## config.mk

```make
export PLATFORM = sky130hd
export DESIGN_NAME = led_pattern_player
export DESIGN_NICKNAME = d
export VERILOG_FILES = /design/src/rtl/ledplay_pkg.sv /design/src/rtl/pattern_rom.sv /design/src/rtl/led_pattern_player.sv
export SDC_FILE = /design/constraint.sdc
export NUM_CORES = 1
export LEC_CHECK = 0
export BUFFER_PORTS_ARGS = -buffer_cell sky130_fd_sc_hd__buf_2
export CAP_MARGIN = 20
export CORE_ASPECT_RATIO = 1.2
export CORE_UTILIZATION = 40
export DETAILED_ROUTE_END_ITERATION = 16
export PLACE_DENSITY_LB_ADDON = 0.15
export SLEW_MARGIN = 20
export SYNTH_ARGS = -nofsm -noshare
export SYNTH_HDL_FRONTEND = slang
export SYNTH_SLANG_ARGS = --single-unit
```

## constraint.sdc

```tcl
create_clock -name clock -period 6.32 [get_ports clock]
set_clock_uncertainty 0.2 [all_clocks]
set_input_delay 0.316 -clock clock [delete_from_list [all_inputs] [get_ports clock]]
set_output_delay 0.316 -clock clock [all_outputs]
set_load 0.01 [all_outputs]
```

## src/rtl/ledplay_pkg.sv

```systemverilog
// Shared definitions for the LED pattern player: playback modes, FSM states
// and the default pattern table.
package ledplay_pkg;

  localparam int unsigned PAT_W = 4;

  localparam logic [1:0] MODE_ONESHOT  = 2'b00;
  localparam logic [1:0] MODE_LOOP     = 2'b01;
  localparam logic [1:0] MODE_PINGPONG = 2'b10;

  typedef enum logic [1:0] {
    ST_IDLE = 2'b00,
    ST_LOAD = 2'b01,
    ST_SHOW = 2'b10,
    ST_DONE = 2'b11
  } state_t;

  // Default contents for addresses 0..7; every other address reads as zero.
  localparam logic [PAT_W-1:0] PAT_0 = 4'b0001;
  localparam logic [PAT_W-1:0] PAT_1 = 4'b0010;
  localparam logic [PAT_W-1:0] PAT_2 = 4'b0100;
  localparam logic [PAT_W-1:0] PAT_3 = 4'b1000;
  localparam logic [PAT_W-1:0] PAT_4 = 4'b0100;
  localparam logic [PAT_W-1:0] PAT_5 = 4'b0010;
  localparam logic [PAT_W-1:0] PAT_6 = 4'b0001;
  localparam logic [PAT_W-1:0] PAT_7 = 4'b0001;

endpackage

```

## src/rtl/pattern_rom.sv

```systemverilog
// Synchronous-read pattern ROM: data for the address presented at one edge
// appears after that edge.
module pattern_rom
  import ledplay_pkg::*;
#(
  parameter int unsigned DATA_W = 4,
  parameter int unsigned ADDR_W = 4
) (
  input  logic              clock,
  input  logic [ADDR_W-1:0] address,
  output logic [DATA_W-1:0] data
);

  logic [DATA_W-1:0] word;

  always_comb begin
    word = '0;
    case (32'(address))
      0:       word = DATA_W'(PAT_0);
      1:       word = DATA_W'(PAT_1);
      2:       word = DATA_W'(PAT_2);
      3:       word = DATA_W'(PAT_3);
      4:       word = DATA_W'(PAT_4);
      5:       word = DATA_W'(PAT_5);
      6:       word = DATA_W'(PAT_6);
      7:       word = DATA_W'(PAT_7);
      default: word = '0;
    endcase
  end

  always_ff @(posedge clock) begin
    data <= word;
  end

endmodule

```

## src/rtl/led_pattern_player.sv

```systemverilog
// LED pattern sequencer: steps a pattern ROM in one-shot, loop or ping-pong
// order. Optional pause input enabled by LEDPLAY_PAUSE_EN.
module led_pattern_player
  import ledplay_pkg::*;
#(
  parameter int unsigned DATA_W      = 4,
  parameter int unsigned ADDR_W      = 4,
  parameter int unsigned HOLD_CYCLES = 4
) (
  input  logic              clock,
  input  logic              reset_n,
  input  logic              start,
  input  logic              stop,
  input  logic [1:0]        mode,
  input  logic [ADDR_W-1:0] last_addr,
`ifdef LEDPLAY_PAUSE_EN
  input  logic              pause,
`endif
  output logic [DATA_W-1:0] leds,
  output logic [ADDR_W-1:0] address,
  output logic              busy,
  output logic              done
);

  localparam int unsigned CNT_W = (HOLD_CYCLES > 1) ? $clog2(HOLD_CYCLES) : 1;
  localparam logic [CNT_W-1:0] HOLD_LAST = CNT_W'(HOLD_CYCLES - 1);

  state_t            state, state_d;
  logic [ADDR_W-1:0] addr_d;
  logic [ADDR_W-1:0] last_q, last_d;
  logic [1:0]        mode_q, mode_d;
  logic              dir_up, dir_up_d;
  logic [CNT_W-1:0]  hold_cnt;
  logic              hold_freeze;
  logic              hold_end;
  logic              at_last, at_zero;
  logic [DATA_W-1:0] rom_data;

`ifdef LEDPLAY_PAUSE_EN
  assign hold_freeze = (state == ST_SHOW) && pause;
`else
  assign hold_freeze = 1'b0;
`endif

  assign hold_end = (state == ST_SHOW) && !hold_freeze && (hold_cnt == HOLD_LAST);
  assign at_last  = (address == last_q);
  assign at_zero  = (address == '0);

  // The ROM is fed the next address so its data is ready by the end of LOAD.
  pattern_rom #(
    .DATA_W (DATA_W),
    .ADDR_W (ADDR_W)
  ) u_rom (
    .clock   (clock),
    .address (addr_d),
    .data    (rom_data)
  );

  always_comb begin
    state_d  = state;
    addr_d   = address;
    dir_up_d = dir_up;
    mode_d   = mode_q;
    last_d   = last_q;
    case (state)
      ST_IDLE: begin
        if (start && !stop) begin
          state_d  = ST_LOAD;
          addr_d   = '0;
          dir_up_d = 1'b1;
          mode_d   = mode;
          last_d   = last_addr;
        end
      end
      ST_LOAD: state_d = ST_SHOW;
      ST_SHOW: begin
        if (hold_end) begin
          state_d = ST_LOAD;
          case (mode_q)
            MODE_LOOP: addr_d = at_last ? '0 : address + ADDR_W'(1);
            MODE_PINGPONG: begin
              // A zero-length ping-pong run simply repeats address 0.
              if (dir_up) begin
                if (!at_last) begin
                  addr_d = address + ADDR_W'(1);
                end else if (!at_zero) begin
                  dir_up_d = 1'b0;
                  addr_d   = address - ADDR_W'(1);
                end
              end else if (at_zero) begin
                dir_up_d = 1'b1;
                addr_d   = address + ADDR_W'(1);
              end else begin
                addr_d = address - ADDR_W'(1);
              end
            end
            default: begin
              if (at_last) state_d = ST_DONE;
              else         addr_d  = address + ADDR_W'(1);
            end
          endcase
        end
      end
      ST_DONE: state_d = ST_IDLE;
      default: state_d = ST_IDLE;
    endcase
    if (stop) begin
      state_d  = ST_IDLE;
      addr_d   = '0;
      dir_up_d = 1'b1;
    end
  end

  always_ff @(posedge clock) begin
    if (!reset_n) begin
      state    <= ST_IDLE;
      leds     <= '0;
      address  <= '0;
      busy     <= 1'b0;
      done     <= 1'b0;
      hold_cnt <= '0;
      dir_up   <= 1'b1;
      mode_q   <= MODE_ONESHOT;
      last_q   <= '0;
    end else begin
      state   <= state_d;
      address <= addr_d;
      dir_up  <= dir_up_d;
      mode_q  <= mode_d;
      last_q  <= last_d;
      busy    <= (state_d == ST_LOAD) || (state_d == ST_SHOW);
      done    <= (state_d == ST_DONE);
      if (stop)                  leds <= '0;
      else if (state == ST_LOAD) leds <= rom_data;
      if (stop || state != ST_SHOW || hold_end) hold_cnt <= '0;
      else if (!hold_freeze)                    hold_cnt <= hold_cnt + CNT_W'(1);
    end
  end

endmodule

```

==> flow_summary.rst <==
.. list-table::
   :header-rows: 1

   * - Metric
     - Value
   * - R2R cell count
     - 8
   * - Initial Utilization
     - ~43%
   * - Share of synthesized area occupied by flip-flops and latches
     - 33.5%
   * - Worst Hold Endpoint
     - mode_q[0]$_SDFFE_PN0P_
   * - Timing-limited maximum frequency
     - 333 MHz
   * - Post-DP HPWL
     - 2.39 mm
   * - Row Count
     - 23
   * - Slack of the critical path
     - about 3300 ps
   * - Total power after layout
     - 0.301 mW
   * - Area of the die
     - ~0.004 mm^2
   * - Placed cell areas
     - approximately 0.0016 mm^2
   * - Synth area leaders
     - sky130_fd_sc_hd__dfxtp_1 34%, sky130_fd_sc_hd__mux2i_1 8.7%, sky130_fd_sc_hd__ha_1 7.5%
   * - Most used standard cells in the synthesized netlist
     - 25 x sky130_fd_sc_hd__dfxtp_1, 13 x sky130_fd_sc_hd__mux2i_1, 12 x sky130_fd_sc_hd__nor2_1
   * - Antenna violations before repair
     - 0
   * - Least-Margin Pin Slew
     - a little under 600 ps
   * - FF+latch count, synth
     - 25
   * - Final core area utilization
     - 47.7%
   * - Proportion of synthesized flip-flops having asynchronous set or reset
     - 0%
   * - Total area of multi-input combinational cells
     - around 910 um^2
   * - Synth Flop Type
     - sky130_fd_sc_hd__dfxtp_1
   * - Dpl cells
     - ~210
   * - Share of cells above drive strength 1
     - between 20% and 30%
   * - Max-slew violation count
     - 0
   * - WL/cell
     - ~15 um
   * - Total iterations of the first detailed-routing run
     - 4
   * - Number of buffers on the longest clock path
     - 2
   * - Critical Path Start Type
     - register
   * - Pleak
     - around 0.74 nW
   * - Kind of path behind the tightest hold check
     - input port to register
   * - Source of the worst hold timing path
     - mode[0]
   * - Synthesized Nets
     - ~180
   * - Cell count after synthesis
     - 164
   * - Final standard cell count with taps included and fillers excluded
     - about 220
   * - Number of failing setup endpoints in the final timing report
     - 0
   * - Initial drt markers
     - 18
   * - Number of buffers created by CTS
     - 3
   * - Maximum Capacitance Violations
     - 0
   * - Worst supply voltage drop on vdd
     - 95.1 uV
   * - Hold Path Depth
     - 3
   * - Worst-skew pair later-pin latency
     - 270 ps
   * - Max Fanout on Critical Path
     - 9
   * - Final count of hold timing violations
     - 0
   * - Mean area per synthesized cell
     - 9.10 um^2
   * - Run status
     - finished, final reports clean
   * - TritonCTS sink count
     - 25
   * - Post-CTS Resized
     - 0
   * - DR DRC count
     - 0
   * - Worst-case hold slack
     - about 100 ps
   * - Arrival time at the worst endpoint
     - about 3000 ps
   * - Ys Warns
     - 0
   * - Critical Path Max Stage Delay
     - ~600 ps
   * - Clock-pin transition on the worst setup and hold timing paths
     - around 100 ps
   * - Headroom to the max-slew limit
     - between 60% and 70%
   * - Layout-stage area growth over the synthesis result
     - 10.3%
   * - Filler cells
     - 340
   * - Storage cell area
     - 500 um^2
   * - Reg-to-Reg Start
     - address[1]$_SDFF_PN0_
   * - Largest net degree at the start of global routing
     - 16
   * - Top delay family on crit path
     - simple AND/OR/NAND/NOR gates
   * - First-pass GRT wire length
     - ~5.3 mm
   * - Crit Path Category
     - register to register
   * - Final GP Congestion
     - approximately 0.85
   * - RSZ-0062 raised after global routing
     - no
   * - Core Box Area
     - 0.00345 mm^2
   * - Placement Setup Slack
     - 3340 ps
   * - Buffers added on ports
     - 19
   * - Most frequently used cell type in the post-synthesis netlist
     - sky130_fd_sc_hd__dfxtp_1
   * - Share of Yosys cell area claimed by the top area cell type
     - 33.5%
   * - Endpoint class of the critical path
     - register
   * - Number of global-route vias before repair
     - ~1.1k
   * - Pwr/cell area
     - approximately 180 mW/mm^2
   * - CP Depth
     - 8
   * - Final layout net count
     - approximately 200
   * - Hold buffer count at CTS
     - 0
   * - Number of vias in the routed layout
     - roughly 1.2k
   * - Standard cell with the maximum stage delay on the critical path
     - sky130_fd_sc_hd__dfxtp_1
   * - Area of all placed cells without fillers
     - approximately 0.0016 mm^2
   * - Summed instance area of the synthesized netlist
     - between 0.001 and 0.0015 mm^2
   * - Post-DR vias/cell
     - around 5.3
   * - Ratio of final minimum period to clock period
     - a little under half
   * - Buffering stage count on the worst path with inverters included
     - 1
   * - Cell at the root of the clock tree
     - sky130_fd_sc_hd__clkbuf_8
   * - TritonCTS clock tree
     - built
   * - Minimum setup slack among reg-to-reg paths
     - 3320 ps
   * - Global-route congestion overflow total
     - 0
   * - WL final
     - about 3.1 mm
   * - Die boundary height
     - roughly 69 um
   * - H-tree lvl count
     - 1
   * - Count of flip-flops with a built-in enable after synthesis
     - 0
   * - Sum Neg Setup Slack
     - 0 ps
   * - Number of antenna cells inserted
     - 0
   * - Final antenna-violating net count
     - 0
   * - Number of distinct library cell variants in the gate-level netlist after synthesis
     - 47
   * - Top cell type by total area after synthesis
     - sky130_fd_sc_hd__dfxtp_1
   * - Horizontal die dimension
     - ~58 um
   * - Cell-by-cell trace of the critical path
     - xor2_2 -> nor4_4 -> inv_4 -> ha_1 -> a22o_1 -> or3_1 -> and4_2 -> o21a_1
   * - Shortest clock period the worst path allows after layout
     - 3000 ps
   * - Postcts setup bufs
     - 0
   * - Worst Path Required
     - between 6000 and 7000 ps
   * - Reg2Reg Capture Point
     - u_rom.data[0]$_SDFF_PP0_
   * - Overall fraction of global-route tracks in use
     - between 15 and 20%
   * - Count of pins on the block boundary
     - 20
## tightest hold or removal path, cell delays in order
cell	delay, ps
sky130_fd_sc_hd__buf_2	70
sky130_fd_sc_hd__mux2i_1	50
sky130_fd_sc_hd__nor2b_1	90
## report_power, final
group / leakage [nW] / switching (mW) / internal, mW
logic: 0.515 / 0.0220 / 0.0170
registers: 0.202 / 0.00224 / 0.160
clock network: 0.0217 / 0.0545 / 0.0447
## sequential cells by signal, indices dropped and copies added (netlist names)
name        count
done            1
busy            1
dir_up          1
u_rom.data      4
mode_q          2
address         4
state           2
hold_cnt        2
leds            4
last_q          4
## cells by family (layout without fill, tap and decap cells)
| logic type | after synthesis | count (layout) | synth area share (%) |
|---|---|---|---|
| buffers and inverters | 19 | 34 | 5.62 |
| AND/OR/NAND/NOR | 62 | 62 | 24.9 |
| AO/OA/AOI/OAI | 27 | 27 | 13.9 |
| multiplexers | 13 | 13 | 8.72 |
| flip-flops | 25 | 25 | 33.5 |
| adder cells (fa/ha/maj) | 9 | 9 | 7.54 |
| XOR/XNOR | 9 | 9 | 5.78 |
## layer usage
metal | track usage, % | wire, um | vias to the layer above
li1 | - | - | 600
met1 | 23.3 | 1560 | 533
met2 | 29.5 | 1470 | 16
met3 | 3.17 | 91 | 5
met4 | 3.57 | 24 | 0
met5 | 0 | 0 | -
## how the worst max path moves through the flow
| stage | from | to | slack (ps) |
|---|---|---|---|
| floorplan | address[1]$_SDFF_PN0_ | u_rom.data[0]$_SDFF_PP0_ | 3600 |
| global placement | address[1]$_SDFF_PN0_ | u_rom.data[0]$_SDFF_PP0_ | 3380 |
| detailed placement | address[1]$_SDFF_PN0_ | u_rom.data[0]$_SDFF_PP0_ | 3340 |
| CTS | address[1]$_SDFF_PN0_ | u_rom.data[0]$_SDFF_PP0_ | 3330 |
| global route | address[0]$_SDFF_PN0_ | u_rom.data[3]$_SDFF_PP0_ | 3120 |
| finish | address[1]$_SDFF_PN0_ | u_rom.data[0]$_SDFF_PP0_ | 3320 |
## cell usage in the layout, fill, tap and decap left out, drive strengths merged, types with 3 or more instances in the layout
cell	Yosys	final
dfxtp	25	25
buf	3	20
mux2i	13	13
nor2	12	12
nand2	10	10
inv	10	10
ha	9	9
nor2b	8	8
nand2b	7	7
xnor2	5	5
o21ai	5	5
and2	4	4
a31oi	4	4
xor2	4	4
a21oi	3	3
nand3	3	3
clkbuf	6	3
nor3b	3	3
or3	3	3
a22oi	3	3
nor4	3	3
## layout make-up
type                            instances  area share, %
Clock buffer                            3           2.51
Clock inverter                          1          0.456
Inverter                               10           2.43
Multi-Input combinational cell        120           55.2
Sequential cell                        25           30.4
Tap cell                               37           2.81
Timing Repair Buffer                   20           6.23
Power figures use the tool's default switching activity.
